## src/rtl/clk_div_pkg.sv

```systemverilog
// Shared definitions for the multi-channel clock-enable generator.
// Holds the default divisor width, the half-period helper and the
// per-channel rule priority (stop > start/sync > wrap > step).
// Optional feature macro: CLK_DIV_MULTI_SYNC_EN (global phase restart).
package clk_div_pkg;

   localparam int DIV_W_DEF = 16;

   // Channel run state: idle until enabled, then running.
   typedef enum logic {
      CH_IDLE = 1'b0,
      CH_RUN  = 1'b1
   } chan_state_t;

   // Which update a channel takes on an edge.
   typedef enum logic [1:0] {
      RULE_STOP  = 2'd0,
      RULE_START = 2'd1,
      RULE_WRAP  = 2'd2,
      RULE_STEP  = 2'd3
   } chan_rule_t;

   // High time of one period: ceil((shadow+1)/2) = (shadow+2)>>1.
   // Computed one bit wider so shadow = all-ones does not overflow.
   function automatic logic [32:0] half_period(input logic [31:0] shadow);
      return ({1'b0, shadow} + 33'd2) >> 1;
   endfunction

   // Rule priority: a disabled channel always stops; a sync request
   // restarts like a fresh enable and beats both wrap and increment.
   function automatic chan_rule_t chan_rule(input logic en,
                                            input logic running,
                                            input logic at_wrap,
                                            input logic sync);
      if (!en)                return RULE_STOP;
      if (!running || sync)   return RULE_START;
      if (at_wrap)            return RULE_WRAP;
      return RULE_STEP;
   endfunction

endpackage

```

## src/rtl/clk_div_chan.sv

```systemverilog
// One divider channel: counter, shadowed divisor, level and tick outputs.
// The divisor is only sampled into the shadow when the channel is stopped,
// starts, or wraps, so period changes never produce a runt pulse.
// With CLK_DIV_MULTI_SYNC_EN defined a sync input restarts the phase.
// Supports DIV_W up to 32.
module clk_div_chan
   import clk_div_pkg::*;
#(
   parameter int DIV_W = DIV_W_DEF
)(
   input  logic             clk_fsys,
   input  logic             rst_n,
   input  logic             en,
   input  logic [DIV_W-1:0] div,
`ifdef CLK_DIV_MULTI_SYNC_EN
   input  logic             sync,
`endif
   output logic             out,
   output logic             tick,
   output logic             pending
);

   chan_state_t      state_q, state_d;
   chan_rule_t       rule;
   logic [DIV_W-1:0] cnt_q, cnt_d;
   logic [DIV_W-1:0] shadow_q, shadow_d;
   logic             out_q, out_d;
   logic             tick_q, tick_d;
   logic             sync_req;
   logic [32:0]      cnt_inc_w;
   logic [32:0]      half_w;

`ifdef CLK_DIV_MULTI_SYNC_EN
   assign sync_req = sync;
`else
   assign sync_req = 1'b0;
`endif

   assign cnt_inc_w = 33'(cnt_q) + 33'd1;
   assign half_w    = half_period(32'(shadow_q));
   assign rule      = chan_rule(en, state_q == CH_RUN, cnt_q == shadow_q, sync_req);

   // State registers; reset clears everything regardless of phase.
   always_ff @(posedge clk_fsys or negedge rst_n) begin
      if (!rst_n) begin
         state_q  <= CH_IDLE;
         cnt_q    <= '0;
         shadow_q <= '0;
         out_q    <= 1'b0;
         tick_q   <= 1'b0;
      end else begin
         state_q  <= state_d;
         cnt_q    <= cnt_d;
         shadow_q <= shadow_d;
         out_q    <= out_d;
         tick_q   <= tick_d;
      end
   end

   // Next-state: apply the rule selected for this edge.
   always_comb begin
      state_d  = state_q;
      cnt_d    = cnt_q;
      shadow_d = shadow_q;
      out_d    = out_q;
      tick_d   = tick_q;
      case (rule)
         RULE_STOP: begin
            state_d  = CH_IDLE;
            cnt_d    = '0;
            shadow_d = div;
            out_d    = 1'b0;
            tick_d   = 1'b0;
         end
         RULE_START, RULE_WRAP: begin
            state_d  = CH_RUN;
            cnt_d    = '0;
            shadow_d = div;
            out_d    = 1'b1;
            tick_d   = 1'b1;
         end
         default: begin
            cnt_d    = cnt_q + {{(DIV_W-1){1'b0}}, 1'b1};
            out_d    = (cnt_inc_w < half_w);
            tick_d   = 1'b0;
         end
      endcase
   end

   assign out     = out_q;
   assign tick    = tick_q;
   assign pending = (div != shadow_q);

endmodule

```

## src/rtl/clk_div_multi.sv

```systemverilog
// Multi-channel programmable clock-enable generator. Each channel divides
// the system clock by (D_i + 1) and provides a ~50% level and a 1-cycle tick.
// Optional feature macro: CLK_DIV_MULTI_SYNC_EN adds clk_div_multi_sync,
// which restarts the phase of every enabled channel at once.
module clk_div_multi
   import clk_div_pkg::*;
#(
   parameter int NCH   = 4,
   parameter int DIV_W = DIV_W_DEF
)(
   input  logic                 clk_div_multi_fsys,
   input  logic                 clk_div_multi_rst_n,
   input  logic [NCH-1:0]       clk_div_multi_en,
   input  logic [NCH*DIV_W-1:0] clk_div_multi_div,
`ifdef CLK_DIV_MULTI_SYNC_EN
   input  logic                 clk_div_multi_sync,
`endif
   output logic [NCH-1:0]       clk_div_multi_out,
   output logic [NCH-1:0]       clk_div_multi_tick,
   output logic [NCH-1:0]       clk_div_multi_pending
);

   // One independent channel per slice of the divisor bus.
   for (genvar i = 0; i < NCH; i++) begin : g_chan
      clk_div_chan #(
         .DIV_W (DIV_W)
      ) u_chan (
         .clk_fsys (clk_div_multi_fsys),
         .rst_n    (clk_div_multi_rst_n),
         .en       (clk_div_multi_en[i]),
         .div      (clk_div_multi_div[i*DIV_W +: DIV_W]),
`ifdef CLK_DIV_MULTI_SYNC_EN
         .sync     (clk_div_multi_sync),
`endif
         .out      (clk_div_multi_out[i]),
         .tick     (clk_div_multi_tick[i]),
         .pending  (clk_div_multi_pending[i])
      );
   end

endmodule
```

## config.mk

```make
export PLATFORM = sky130hd
export DESIGN_NAME = clk_div_multi
export DESIGN_NICKNAME = d
export VERILOG_FILES = /design/src/rtl/clk_div_pkg.sv /design/src/rtl/clk_div_chan.sv /design/src/rtl/clk_div_multi.sv
export SDC_FILE = /design/constraint.sdc
export NUM_CORES = 1
export LEC_CHECK = 0
export BUFFER_PORTS_ARGS = -buffer_cell sky130_fd_sc_hd__buf_2
export CORE_MARGIN = 1.5
export CORE_UTILIZATION = 30
export CTS_CLUSTER_DIAMETER = 200
export DETAILED_ROUTE_END_ITERATION = 7
export MAX_ROUTING_LAYER = met4
export PLACE_DENSITY = 0.56
export RECOVER_POWER = 25
export SLEW_MARGIN = 20
export SYNTH_ARGS = -nofsm -noshare
export SYNTH_HDL_FRONTEND = slang
export SYNTH_SLANG_ARGS = --single-unit
```

## constraint.sdc

```tcl
create_clock -name clk_div_multi_fsys -period 3.3 [get_ports clk_div_multi_fsys]
set_input_delay 0 -clock clk_div_multi_fsys [delete_from_list [all_inputs] [get_ports clk_div_multi_fsys]]
set_output_delay 0 -clock clk_div_multi_fsys [all_outputs]
set_load 0.01 [all_outputs]
```

Yosys cells after proc, flatten, opt, wreduce, memory -nomap -nowiden:

Cells that the tools add are included.

* mux-type cells: 60
* add/subtract/negate cells: 12
* $lt $le $gt $ge: 4
* reductions and logical operators: 16
* equal/unequal tests: 16

Operators by type and width (count)
* less-than comparator 33 x 32 -> 1 bit: 4
* adder 16 x 1 -> 17 bit, second input constant: 4
* adder 16 x 2 -> 17 bit, second input constant: 4
* adder 16 x 1 -> 16 bit, second input constant: 4
* equality test 16 bit: 4
* 2-to-1 mux 16 bit: 4
* inequality test 16 bit: 4
* 2-to-1 mux 2 bit: 24
* 2-to-1 mux 1 bit: 24
* one-hot mux 1 bit (2 select lines): 8
* OR reduction 3 bit: 4
* equality test 2 x 1 -> 1 bit, second input constant: 4
* equality test 2 bit, second input constant: 4
* zero test 2 bit: 4
* nonzero test 2 bit: 4
* OR reduction 2 bit: 4

* logic and storage cells: 128
* output and inout port bits: 12
* bits in registers: 140
* input port bits: 70

Depth between registers and ports, before layout:

Gate-level depths: netlist of the first run.

* word-level depth: 10
* mapped depth: 12
* depth with buffers taken out: 11

Modules after synthesis:

From an unflattened synthesis of the first run, not the netlist that was laid out.

* cell total of the unflattened synthesis: 1012
* area, all modules: 9999.6 sq um

By module, submodules not included
* clk_div_chan: sequential area each 875.8 sq um, cells an instance 253, instances 4, area an instance 2499.9 sq um

Worst setup path after synthesis of the first run:

Ideal clock, no wire load.

* path kind: reg-to-reg
* from: register g_chan[2].u_chan.shadow_q[3]
* to: register g_chan[2].u_chan.out_q
* slack: 0.882 ns
* arrival: 2.336 ns
* buffers on the path: 1
* cell stages (with the launch flop): 12
* clock period less this slack: 2.418 ns
* library setup time: 0.083 ns
* cell sequence: dfrtp_1 buf_2 and4_1 nand2_1 or4_1 xor2_1 ha_1 nand2_1 nor2_1 a2111oi_0 a21oi_1 o21ai_0

* word-level cells in the longest chain between the ends: 10

Ends and longest elaborated chain
* start: declaration: line clk_div_chan.sv:26 `logic [DIV_W-1:0] shadow_q, shadow_d;`
* start signal: assignment: line clk_div_chan.sv:54 `shadow_q <= shadow_d;`
* parallel branches: the longest is 9 deep, another holds less-than comparator 33 x 32 -> 1 bit
* one-hot mux 1 bit (2 select lines) (*): line clk_div_chan.sv:67 `case (rule)`
* via g_chan[2].u_chan.out_d: line clk_div_chan.sv:27 `logic out_q, out_d;`
* end signal: assignment: line clk_div_chan.sv:55 `out_q <= out_d;`
* end: declaration: line clk_div_chan.sv:27

Mark *: on every way through the listed nets, which the timed path passes. The select of a mux whose other input is x is not followed.
A chain may end at the register's enable or synchronous reset.

Worst setup path in the final report of the first run:

* from: register g_chan[0].u_chan.cnt_q[0]
* to: register g_chan[0].u_chan.out_q

* word-level cells in the longest chain between the ends: 10

Ends and longest elaborated chain
* start: declaration: line clk_div_chan.sv:25 `logic [DIV_W-1:0] cnt_q, cnt_d;`
* start signal: assignment: line clk_div_chan.sv:53 `cnt_q <= cnt_d;`
* parallel branches: the longest is 9 deep, another holds less-than comparator 33 x 32 -> 1 bit
* one-hot mux 1 bit (2 select lines) (*): line clk_div_chan.sv:67
* via g_chan[0].u_chan.out_d: line clk_div_chan.sv:27
* end signal: assignment: line clk_div_chan.sv:55
* end: declaration: line clk_div_chan.sv:27

Marks and branches as above.

==> results by group, run 1 <==
Outcome
  • Status: finished, violations left
  • Failing checks: capacitance limit, slew limit

Pwr
  • Sequential Power Share: 43.6%
  • Peak VDD IR: 0.364 mV
  • Internal power: 3.31 mW
  • P per Cell Area: 395 nW/um^2
  • Leak: 4.95 nW
  • Logic pwr share: 17.2%
  • Sw frac: 28.3%
  • Switch Pwr: 1.31 mW
  • Clock Power Share: 39.2%

Routing
  • Vias post-DR: 7200
  • Avg WL per Cell: 14.4 um
  • WL final: 22200 um
  • Drt first pass iters: 4
  • Drt via density: 4.68
  • Post-route ant nets: 0
  • DR iter-0 viols: 343
  • Post-route DRC: 0

Final layout
  • Multi-input logic area: 5890 sq um
  • Nets: 1234
  • Register Area: 3500 sq um
  • Area grow syn2layout: 19.9%
  • Share of layout cells above drive strength 1: 16.8%
  • ANT cells: 0
  • Commonest cells after routing, fill and taps aside: dfrtp_1 (140), xnor2_1 (133), xor2_1 (103)
  • Number of fill cells in the layout: 3201
  • Final Cell Area: 11700 sq um
  • Commonest non-fill, non-tap cell in the layout: dfrtp_1

Worst hold path
  • Hold Path Origin: clk_div_multi_div[24]
  • HP Class: in -> reg

Worst setup path
  • Setup crit end: g_chan[0].u_chan.out
  • WP depth: 11
  • Worst r2r src: g_chan[0].u_chan.cnt_q[0]
  • Worst setup EP type: flip-flop
  • Crit path buffers/inverters: 0
  • Max stage delay on crit path: 430 ps
  • R2R cell count: 11
  • Req. time, crit path: 3650 ps
  • Crit Reg-Reg Endpoint: g_chan[0].u_chan.out
  • Crit-path max FO: 6
  • Crit. Startpoint: g_chan[0].u_chan.cnt_q[0]
  • Crit-path cells: ha_1 -> nand4_1 -> nor4_1 -> nand2_1 -> xnor2_1 -> ha_1 -> nand2_1 -> nor2_1 -> a211oi_1 -> o2111ai_1 -> a22oi_1
  • Startpoint Class: flip-flop
  • Crit Path Class: reg -> reg
  • Top delay family on crit path: compound AO/OA/AOI/OAI gates
  • Arr. time, crit path: 3180 ps
  • R2r setup slk: 470 ps
  • Critical-path top delay cell: dfrtp_1

Logic synthesis
  • Mapped Nets: 1126
  • Post-synth EDFFs: 0
  • Avg Synthesized Cell Area: 9.93 sq um
  • Compound-Gate Fraction of Synth Area: 3.66%
  • Main combinational cell family by area after synthesis: XOR/XNOR gates
  • Post-synth cell types: 41
  • Post-synthesis adder-cell area fraction: 9.22%
  • Xor/xnor share of the synthesized area: 21.2%
  • Post-synth top area share: 35.9%
  • Top FF cell, synth: dfrtp_1
  • FFs w/ async S/R, synth: 100%
  • Yosys reg bits: 140
  • Post-synthesis sequential area ratio: 35.9%
  • Post-synth top area cell: dfrtp_1
  • Mapped Cells: 984
  • Mapped cell area: 9770 sq um
  • Area contributors post-synth: dfrtp_1 (36%), xnor2_1 (12%), xor2_1 (9.2%)
  • Post-synthesis mux area share: 7.38%
  • Post-Synth Simple-Gate Area: 18.8%
  • Synthesis Warnings: 0

Placed design
  • Placed Area: 10500 sq um
  • IO buf count: 81
  • Hpwl dp: 16600 um
  • Routability Congestion: 0.873

STA
  • Final critical-path share of the clock period: 85.7%
  • RSZ-0062 raised after global routing: false
  • Setup violators final: 0
  • Final Hold Fails: 0
  • Max Freq: 354 MHz
  • Skew final: 10.5 ps
  • Tmin final: 2830 ps
  • Max Slew Vio Count: 42
  • Slew at the pin with the worst max-slew slack: 2440 ps
  • Setup TNS Final: 0 ps
  • Slew headroom: -62.7%

Floorplan
  • Chip width: 183 um
  • Cell Rows: 65
  • IO Pins: 82
  • Die Y-Extent: 183 um
  • Core area: 31800 sq um
  • Effective utilization at floorplan: 30.7%
  • Die area: 33700 sq um

Clocking
  • Latest clock arrival within the worst-skew pair: 440 ps
  • CTS clk-pin slew, worst paths: 60 ps
  • Clk buf depth: 2
  • CTS tree: done
  • CTS sink cnt: 140
  • CTS buffer count: 17
  • CTS H-tree depth: 4
  • Root Buffer: clkbuf_16
  • Postcts setup bufs: 0

Global route
  • First-pass GRT wire length: 37100 um
  • GRT Overall Usage: 14.3%
  • Grt ovf: 0
  • Pin count of the biggest net entering global routing: 60
  • Vias in the first global route: 7355
  • Initial antenna violation count: 0

Flow run
  • Max-cap violation count: 1
## cell families after synthesis
group,after synthesis
AND/OR/NAND/NOR,328
XOR/XNOR,236
flip-flops,140
buffers and inverters,87
adder cells (fa/ha/maj),72
multiplexers,64
AO/OA/AOI/OAI,57
## flip-flops by register name, indices dropped and copies added, names as in the netlist
name / flops
g_chan.u_chan.out: 4
g_chan.u_chan.shadow_q: 64
g_chan.u_chan.tick: 4
g_chan.u_chan.cnt_q: 64
g_chan.u_chan.state_q: 4
## tightest hold or removal path: cells and delay by family
family,cells,cell delay [ps]
buffers and inverters,2,620
muxes,1,130
## worst min-delay path by stage
stage                                   endpoint  slack, ps  cells past startpoint
floorplan              g_chan[0].u_chan.cnt_q[0]       -300                      0
global placement       g_chan[1].u_chan.cnt_q[1]        -40                      1
detailed placement     g_chan[1].u_chan.cnt_q[1]        -40                      1
CTS                    g_chan[1].u_chan.cnt_q[0]         70                      2
global route        g_chan[1].u_chan.shadow_q[6]        350                      3
finish              g_chan[1].u_chan.shadow_q[8]        350                      3
## layer usage
| layer | global-route usage, % | wire length (um) | vias up |
|---|---|---|---|
| met2 | 23.2 | 10700 | 97 |
| met4 | 4.98 | 343 | 0 |
| met5 | - | 0 | - |
| met1 | 18.1 | 10500 | 3496 |
| met3 | 2.46 | 618 | 20 |
| li1 | - | - | 3587 |
## power groups by stage
| stage | clock, mW | sequential (mW) | combinational (mW) |
|---|---|---|---|
| 2_1_floorplan | 0 | 1.93 | 0.611 |
| 3_3_place_gp | 0 | 2.04 | 0.732 |
| 3_5_place_dp | 0 | 2.05 | 0.739 |
| 4_1_cts | 1.87 | 2.01 | 0.810 |
| 5_1_grt | 1.94 | 2.04 | 0.893 |
| 6_report | 1.81 | 2.01 | 0.794 |
## Yosys cell counts (all sizes together) (2+ instances only)
library cell and n:
nand3 61, nor2b 5, inv 20, o211ai 5, nor3b 3, nor4 24, dfrtp 140, nand4 40
mux2 64, xnor2 133, o2111ai 2, nor3 8, buf 20, a211oi 6, a31oi 7, xor2 103
nor2 31, a21oi 17, ha 72, o21ai 10, a21o 6, and2 65, nand2 54, nand2b 8
clkbuf 47, and3 17, and4 9
## per-stage QoR
step / hold slack, ps / power, mW / utilization [%] / instances / setup slack (ps)
detailed placement: -43.7 / 2.78 / 33.0 / 1439 / 520
finish: 349 / 4.62 / 36.8 / 1539 / 472
CTS: 69.6 / 4.70 / 36.8 / 1539 / 485
global placement: -44.1 / 2.77 / 33.0 / 1439 / 489
global route: 347 / 4.87 / 36.8 / 1539 / 222
floorplan: -296 / 2.54 / - / 984 / 882
## repair_timing
item                                   4_1_cts  5_1_grt
hold buffers                                69        0
gates resized for setup                      0        0
endpoints found under the hold margin      167        0
## cell type report
type,instances,area share [%]
tap,435,4.65
inverter,20,0.641
timing repair buffer,156,9.95
clock inverter,8,0.588
clock buffer,23,4.00
multi-input combinational,757,50.3
sequential,140,29.9
Note: power is estimated with default switching activity, not from simulation.
==> run 2: changes to the inputs <==
--- a/config.mk
+++ b/config.mk
@@ -5,6 +5,7 @@
 export SDC_FILE = /design/constraint.sdc
 export NUM_CORES = 1
 export LEC_CHECK = 0
+export ABC_AREA = 1
 export BUFFER_PORTS_ARGS = -buffer_cell sky130_fd_sc_hd__buf_2
 export CORE_MARGIN = 1.5
 export CORE_UTILIZATION = 30
==> results by group, run 2 <==
Final layout
  • Area grow syn2layout: 19.2%
  • Share of layout cells above drive strength 1: 8.59% (-8.3 points)
  • Commonest non-fill, non-tap cell in the layout: nand2_1
  • Final Cell Area: 12700 sq um (+8.8%)
  • Final Instance Count excl. Fillers: 2120 (+38%)
  • Biggest regs: g_chan.u_chan.cnt_q x64, g_chan.u_chan.shadow_q x64
  • Commonest cells after routing, fill and taps aside: nand2_1 (412), inv_1 (236), nor2_1 (152)
  • Core Util, Final: 36.6% (-0.22 points)
  • Nets: 1793 (+45%)

Clocking
  • Latest clock arrival within the worst-skew pair: 440 ps (about the same)
  • CTS sink cnt: 140 (unchanged)
  • CTS clk-pin slew, worst paths: 60 ps (about the same)
  • CTS H-tree depth: 4 (unchanged)
  • Post-CTS resize count: 0 (unchanged)
  • Clk buf depth: 2 (unchanged)
  • CTS buffer count: 17 (unchanged)
  • Root Buffer: clkbuf_16
  • CTS tree: done

Worst setup path
  • Worst setup EP type: flip-flop
  • Max stage delay on crit path: 440 ps (about the same)
  • Arr. time, crit path: 2950 ps (-230 ps)
  • Startpoint Class: flip-flop
  • Critical-path top delay cell: dfrtp_1
  • Crit-path max FO: 5 (-1)
  • Crit-path cells: ha_1 -> nand3_1 -> inv_1 -> nand3_1 -> nor3_1 -> nand3_1 -> xor2_1 -> ha_1 -> a21oi_1 -> o21ai_0 -> nor2_1 -> nor2_1 -> nor2_1 -> nand2_1 -> nand2_1
  • Req. time, crit path: 3620 ps (-30 ps)
  • Crit Path Class: reg -> reg

Logic synthesis
  • Main combinational cell family by area after synthesis: simple AND/OR/NAND/NOR gates
  • Post-synth top area cell: dfrtp_1
  • Mapped cell area: 10700 sq um (+9.4%)
  • Top FF cell, synth: dfrtp_1
  • Post-synth EDFFs: 0 (unchanged)
  • Yosys reg bits: 140 (unchanged)
  • Mapped Cells: 1530 (+55%)
  • FFs w/ async S/R, synth: 100% (unchanged)
  • Top cells by count, synth: nand2_1 (412), inv_1 (236), nor2_1 (152)
  • Post-synth top area share: 32.8% (-3.1 points)
  • Post-synth cell types: 35 (-15%)
  • Post-synthesis sequential area ratio: 32.8% (-3.1 points)
  • Post-Synth Simple-Gate Area: 29.6% (+11 points)
  • Xor/xnor share of the synthesized area: 11.0% (-10 points)
  • Synthesis Warnings: 0 (unchanged)
  • Avg Synthesized Cell Area: 6.98 sq um (-30%)
  • Post-synthesis adder-cell area fraction: 8.43% (-0.79 points)
  • Compound-Gate Fraction of Synth Area: 7.34% (+3.7 points)
  • Mapped Nets: 1672 (+48%)
  • Area contributors post-synth: dfrtp_1 (33%), nand2_1 (14%), ha_1 (8.4%)
  • Post-synthesis mux area share: 0% (-7.4 points)
  • Count leader, synth: nand2_1

Outcome
  • Failing checks: capacitance limit, slew limit
  • Status: finished, violations left

Placed design
  • Routability Congestion: 0.857 (-1.8%)
  • IO buf count: 81 (unchanged)
  • Dpl cells: 2019 (+40%)
  • Hpwl dp: 21200 um (+28%)
  • Dpl ws: 734 ps (+214 ps)
  • Placed Area: 11500 sq um (+9.5%)

STA
  • Final critical-path share of the clock period: 79.5% (-6.2 points)
  • Slew headroom: -27.0% (+36 points)
  • Tmin final: 2620 ps (-204 ps)
  • Setup WS post-layout: 676 ps (+204 ps)
  • Max Slew Vio Count: 68 (+62%)
  • Final Hold Fails: 0 (unchanged)
  • Skew final: 13.9 ps (+3.39 ps)
  • Slew at the pin with the worst max-slew slack: 1900 ps (-536 ps)
  • Setup violators final: 0 (unchanged)
  • Max Freq: 381 MHz (+7.8%)
  • RSZ-0062 raised after global routing: false
  • Setup TNS Final: 0 ps (unchanged)

Routing
  • WL final: 27700 um (+25%)
  • Drt via density: 4.58 (-2.0%)
  • Met2 wire len: 12800 um (+20%)
  • Met1 wire length: 13700 um (+30%)
  • Drt first pass iters: 5 (+1)
  • Vias post-DR: 9718 (+35%)
  • Met3 wire length: 856 um (+39%)
  • Post-route DRC: 0 (unchanged)
  • DR top layer: met4
  • Avg WL per Cell: 13.1 um (-9.3%)
  • DR iter-0 viols: 465 (+36%)
  • Post-route ant nets: 0 (unchanged)

Floorplan
  • IO Pins: 82 (unchanged)
  • Core area: 34800 sq um (+9.4%)
  • Cell Rows: 68 (+4.6%)
  • Die Y-Extent: 192 um (+4.5%)
  • Effective utilization at floorplan: 30.7% (about the same)
  • Die area: 36800 sq um (+9.2%)
  • Chip width: 192 um (+4.5%)

Global route
  • Pin count of the biggest net entering global routing: 69 (+15%)
  • GRT Overall Usage: 16.3% (+2.0 points)
  • Vias in the first global route: 9545 (+30%)
  • Initial antenna violation count: 1 (+1)
  • First-pass GRT wire length: 46600 um (+26%)
  • Grt ovf: 0 (unchanged)

Worst hold path
  • HP Class: in -> reg

Flow run
  • Max-cap violation count: 1 (unchanged)

Pwr
  • Leak: 6.41 nW (+30%)
  • P per Cell Area: 387 nW/um^2 (-2.0%)
  • Peak VDD IR: 0.355 mV (-2.5%)
## run 2: changes by cell type in the layout (fill, tap and decap cells not counted), sizes merged, moves of 17 or more
cell / previous run / this run
nand2: 54 / 414
inv: 20 / 237
nor2: 31 / 163
o21ai: 10 / 79
xnor2: 133 / 64
mux2: 64 / 0
and2: 65 / 5
nor3: 8 / 45
xor2: 103 / 70
a21oi: 17 / 37
and3: 17 / 0
nor4: 24 / 7
## run 2: layer usage
metal / vias up / global-route usage, %
li1: 5024 / -
met1: 4523 / 21.0
met2: 146 / 26.5
met3: 25 / 2.83
met4: 0 / 4.21
met5: - / -
## run 2: final timing paths
kind / slack [ps] / endpoint / cells past startpoint / from
min in group asynchronous: 630 / g_chan[3].u_chan.cnt_q[13] / 2 / clk_div_multi_rst_n
max in group asynchronous: 1500 / g_chan[0].u_chan.cnt_q[13] / 3 / clk_div_multi_rst_n
hold reg to reg: 490 / g_chan[2].u_chan.cnt_q[0] / 1 / g_chan[2].u_chan.cnt_q[0]
hold / removal: 7 / g_chan[2].u_chan.tick / 4 / clk_div_multi_en[2]
setup reg to reg: 680 / g_chan[3].u_chan.out / 15 / g_chan[3].u_chan.shadow_q[2]
setup / recovery: 680 / g_chan[3].u_chan.out / 15 / g_chan[3].u_chan.shadow_q[2]
## run 2: critical path, delay by kind of cell, from the launching register on
family / cells / cell delay, ps
buffers and inverters: 1 / 100
AOI/OAI and AO/OA: 2 / 210
DFF: 1 / 440
xor gates and xnor gates: 1 / 170
and+or+nand+nor: 9 / 1050
adders and majority gates: 2 / 530
## run 2: cells by family (layout without fill, tap and decap cells)
group | count (synthesis) | after routing
other cells | 0 | 1
flops | 140 | 140
xor+xnor | 134 | 134
simple gates | 746 | 746
compound gates | 144 | 144
fa+ha+maj | 72 | 72
buf+inv | 294 | 428
## run 2: power by group
part	internal [mW]	switching [mW]	leakage, nW	total [mW]
logic	0.398	0.539	4.34	0.937
clock network	1.14	0.831	0.283	1.97
registers	1.84	0.185	1.79	2.02
total	3.37	1.55	6.41	4.93
## run 2: repair_timing
item,4_1_cts,5_1_grt
setup buffers,0,0
endpoints found under the setup margin,0,0
hold endpoints to repair,133,0
hold buffers,68,0
## run 2: cell type report
type                       count  area (sq um)
clock inverter                13           143
inverter                     237           890
tap                          455           569
sequential                   140          3500
antenna                        1          2.50
clock buffer                  19           443
timing repair buffer         159          1160
multi-input combinational   1096          6020
fill                        3627         22100
## run 2: per-stage QoR
step           hold slack (ps)  power (mW)
4_1_cts                   4.28        5.01
3_3_place_gp              71.8        2.92
3_5_place_dp              74.9        2.94
6_report                  7.24        4.93
5_1_grt                   12.0        5.22
2_1_floorplan             -296        2.65
==> run 3: changes to the inputs <==
==> constraint.sdc (replaced) <==
create_clock -name clk_div_multi_fsys -period 2.62 [get_ports clk_div_multi_fsys]
set_input_delay 0 -clock clk_div_multi_fsys [delete_from_list [all_inputs] [get_ports clk_div_multi_fsys]]
set_output_delay 0 -clock clk_div_multi_fsys [all_outputs]
set_load 0.01 [all_outputs]
==> results by group, run 3 (same netlist as run 2, synthesis figures left out) <==
Outcome
  • Status: complete, no violations

Pwr
  • P per Cell Area: 474 nW/um^2 (+23%)
  • Peak VDD IR: 0.428 mV (+21%)
  • Leak: 6.55 nW (+2.2%)

Worst setup path
  • R2R cell count: 15 (unchanged)
  • Crit-path max FO: 5 (unchanged)
  • R2r setup slk: 220 ps (-450 ps)
  • Crit Path Class: reg -> reg
  • Req. time, crit path: 2990 ps (-630 ps)
  • Worst r2r src: g_chan[2].u_chan.shadow_q[2]
  • Critical-path top delay cell: dfrtp_2
  • Max stage delay on crit path: 420 ps (-20 ps)
  • Top delay family on crit path: simple AND/OR/NAND/NOR gates
  • Startpoint Class: flip-flop
  • Crit path buffers/inverters: 2 (+1)
  • Crit Reg-Reg Endpoint: g_chan[2].u_chan.out
  • Crit-path cells: ha_1 -> nand3_1 -> inv_1 -> nand2_1 -> nor3_4 -> buf_4 -> xnor2_1 -> ha_1 -> a21oi_1 -> o21ai_1 -> nor2_1 -> nor2_1 -> nor2_1 -> nand2_1 -> nand2_1
  • Worst setup EP type: flip-flop
  • Arr. time, crit path: 2770 ps (-180 ps)

Flow run
  • Max-cap violation count: 0 (-1)

Worst hold path
  • WHS Path Cells: 4 (unchanged)
  • HP Class: in -> reg
  • Hold Path End: g_chan[0].u_chan.shadow_q[12]
  • Hold Path Origin: clk_div_multi_div[12]

Clocking
  • CTS tree: done
  • Latest clock arrival within the worst-skew pair: 440 ps (about the same)
  • Root Buffer: clkbuf_16
  • CTS H-tree depth: 4 (unchanged)
  • CTS sink cnt: 140 (unchanged)
  • Clk buf depth: 2 (unchanged)
  • CTS clk-pin slew, worst paths: 60 ps (about the same)
  • CTS buffer count: 17 (unchanged)

Routing
  • Drt first pass iters: 5 (unchanged)
  • Avg WL per Cell: 12.9 um (-1.1%)
  • WL final: 27700 um (about the same)
  • Post-route DRC: 0 (unchanged)
  • DR iter-0 viols: 545 (+17%)
  • Vias post-DR: 9757 (+0.40%)
  • Post-route ant nets: 0 (unchanged)
  • Drt via density: 4.55 (-0.72%)

Placed design
  • Dpl ws: 172 ps (-562 ps)
  • IO buf count: 81 (unchanged)
  • Hpwl dp: 21500 um (+1.4%)
  • Routability Congestion: 0.855 (-0.16%)

Final layout
  • Biggest regs: g_chan.u_chan.cnt_q x64, g_chan.u_chan.shadow_q x64
  • Commonest cells after routing, fill and taps aside: nand2_1 (410), inv_1 (235), nor2_1 (149)
  • ANT cells: 0 (-1)
  • Commonest non-fill, non-tap cell in the layout: nand2_1
  • Nets: 1818 (+1.4%)
  • Share of layout cells above drive strength 1: 11.5% (+3.0 points)
  • Core Util, Final: 37.4% (+0.77 points)
  • Number of fill cells in the layout: 3607 (-0.55%)
  • Area grow syn2layout: 21.7%

STA
  • Max Freq: 417 MHz (+9.4%)
  • Tmin final: 2400 ps (-225 ps)
  • Setup violators final: 0 (unchanged)
  • Final Hold Fails: 0 (unchanged)
  • Max Slew Vio Count: 0 (-100%)
  • Skew final: 11.9 ps (-1.99 ps)
  • Final critical-path share of the clock period: 91.6% (+12 points)
  • Slew headroom: 12.1% (+39 points)
  • Slew at the pin with the worst max-slew slack: 1320 ps (-585 ps)
  • Setup WS post-layout: 221 ps (-455 ps)

Floorplan
  • Die Y-Extent: 192 um (unchanged)
  • IO Pins: 82 (unchanged)
  • Die area: 36800 sq um (unchanged)
  • Chip width: 192 um (unchanged)
  • Core area: 34800 sq um (unchanged)
  • Cell Rows: 68 (unchanged)
  • Effective utilization at floorplan: 30.7% (unchanged)

Global route
  • GRT Overall Usage: 16.4% (+0.059 points)
  • Initial antenna violation count: 0 (-1)
  • Vias in the first global route: 9636 (+0.95%)
  • Grt ovf: 0 (unchanged)
  • First-pass GRT wire length: 47000 um (+0.89%)
  • Pin count of the biggest net entering global routing: 56 (-19%)
-- run 3: repair_timing --
action | in CTS | in global routing
hold endpoints to repair | 201 | 0
hold buffers | 69 | 0
gates resized for setup | 0 | 30
buffers inserted | 0 | 8
setup endpoints to repair | 0 | 4
-- run 3: where the power goes --
part | internal, mW | switching [mW] | total (mW)
clock network | 1.36 | 1.03 | 2.39
registers | 2.32 | 0.221 | 2.54
logic | 0.534 | 0.707 | 1.24
-- run 3: worst min-delay path: stages --
cell and delay (ps):
dlygate4sd3_1 520, buf_2 110, nand2_1 50, nand2_1 40
-- run 3: worst max path at each step --
stage                                  from                    to  slack [ps]  cells after the start
3_5_place_dp   g_chan[3].u_chan.shadow_q[1]  g_chan[3].u_chan.out         170                     14
5_1_grt           g_chan[3].u_chan.cnt_q[0]  g_chan[3].u_chan.out        -0.7                     15
3_3_place_gp      g_chan[3].u_chan.cnt_q[0]  g_chan[3].u_chan.out         230                     15
2_1_floorplan  g_chan[3].u_chan.shadow_q[2]  g_chan[3].u_chan.out         400                     14
4_1_cts           g_chan[0].u_chan.cnt_q[0]  g_chan[0].u_chan.out         110                     16
6_report       g_chan[2].u_chan.shadow_q[2]  g_chan[2].u_chan.out         220                     15
-- run 3: layer usage --
layer	GRT usage [%]	up-vias	wire, um
li1	-	5082	-
met3	2.91	22	906
met4	3.61	0	283
met2	27.0	147	13000
met1	20.9	4506	13500
met5	-	-	0
-- run 3: layout make-up --
cell class | count | area [sq um] | share of cell area (%)
timing repair buffer | 184 | 1350 | 10.3
inverter | 237 | 890 | 6.84
multi-input combinational | 1096 | 6120 | 47.0
clock inverter | 12 | 114 | 0.875
clock buffer | 20 | 457 | 3.51
tap | 455 | 569 | 4.38
sequential | 140 | 3510 | 27.0
-- run 3: metrics by stage --
step | instance area (sq um) | setup TNS (ps) | power (mW) | std cells | hold WS (ps)
after floorplan | 10700 | 0 | 3.34 | 1530 | -296
after global placement | 11600 | 0 | 3.70 | 2035 | 1.71
after detailed placement | 11600 | 0 | 3.73 | 2035 | -12.8
after CTS | 12900 | 0 | 6.26 | 2136 | 81.0
after global routing | 13000 | -0.668 | 6.57 | 2144 | 309
final | 13000 | 0 | 6.17 | 2144 | 319
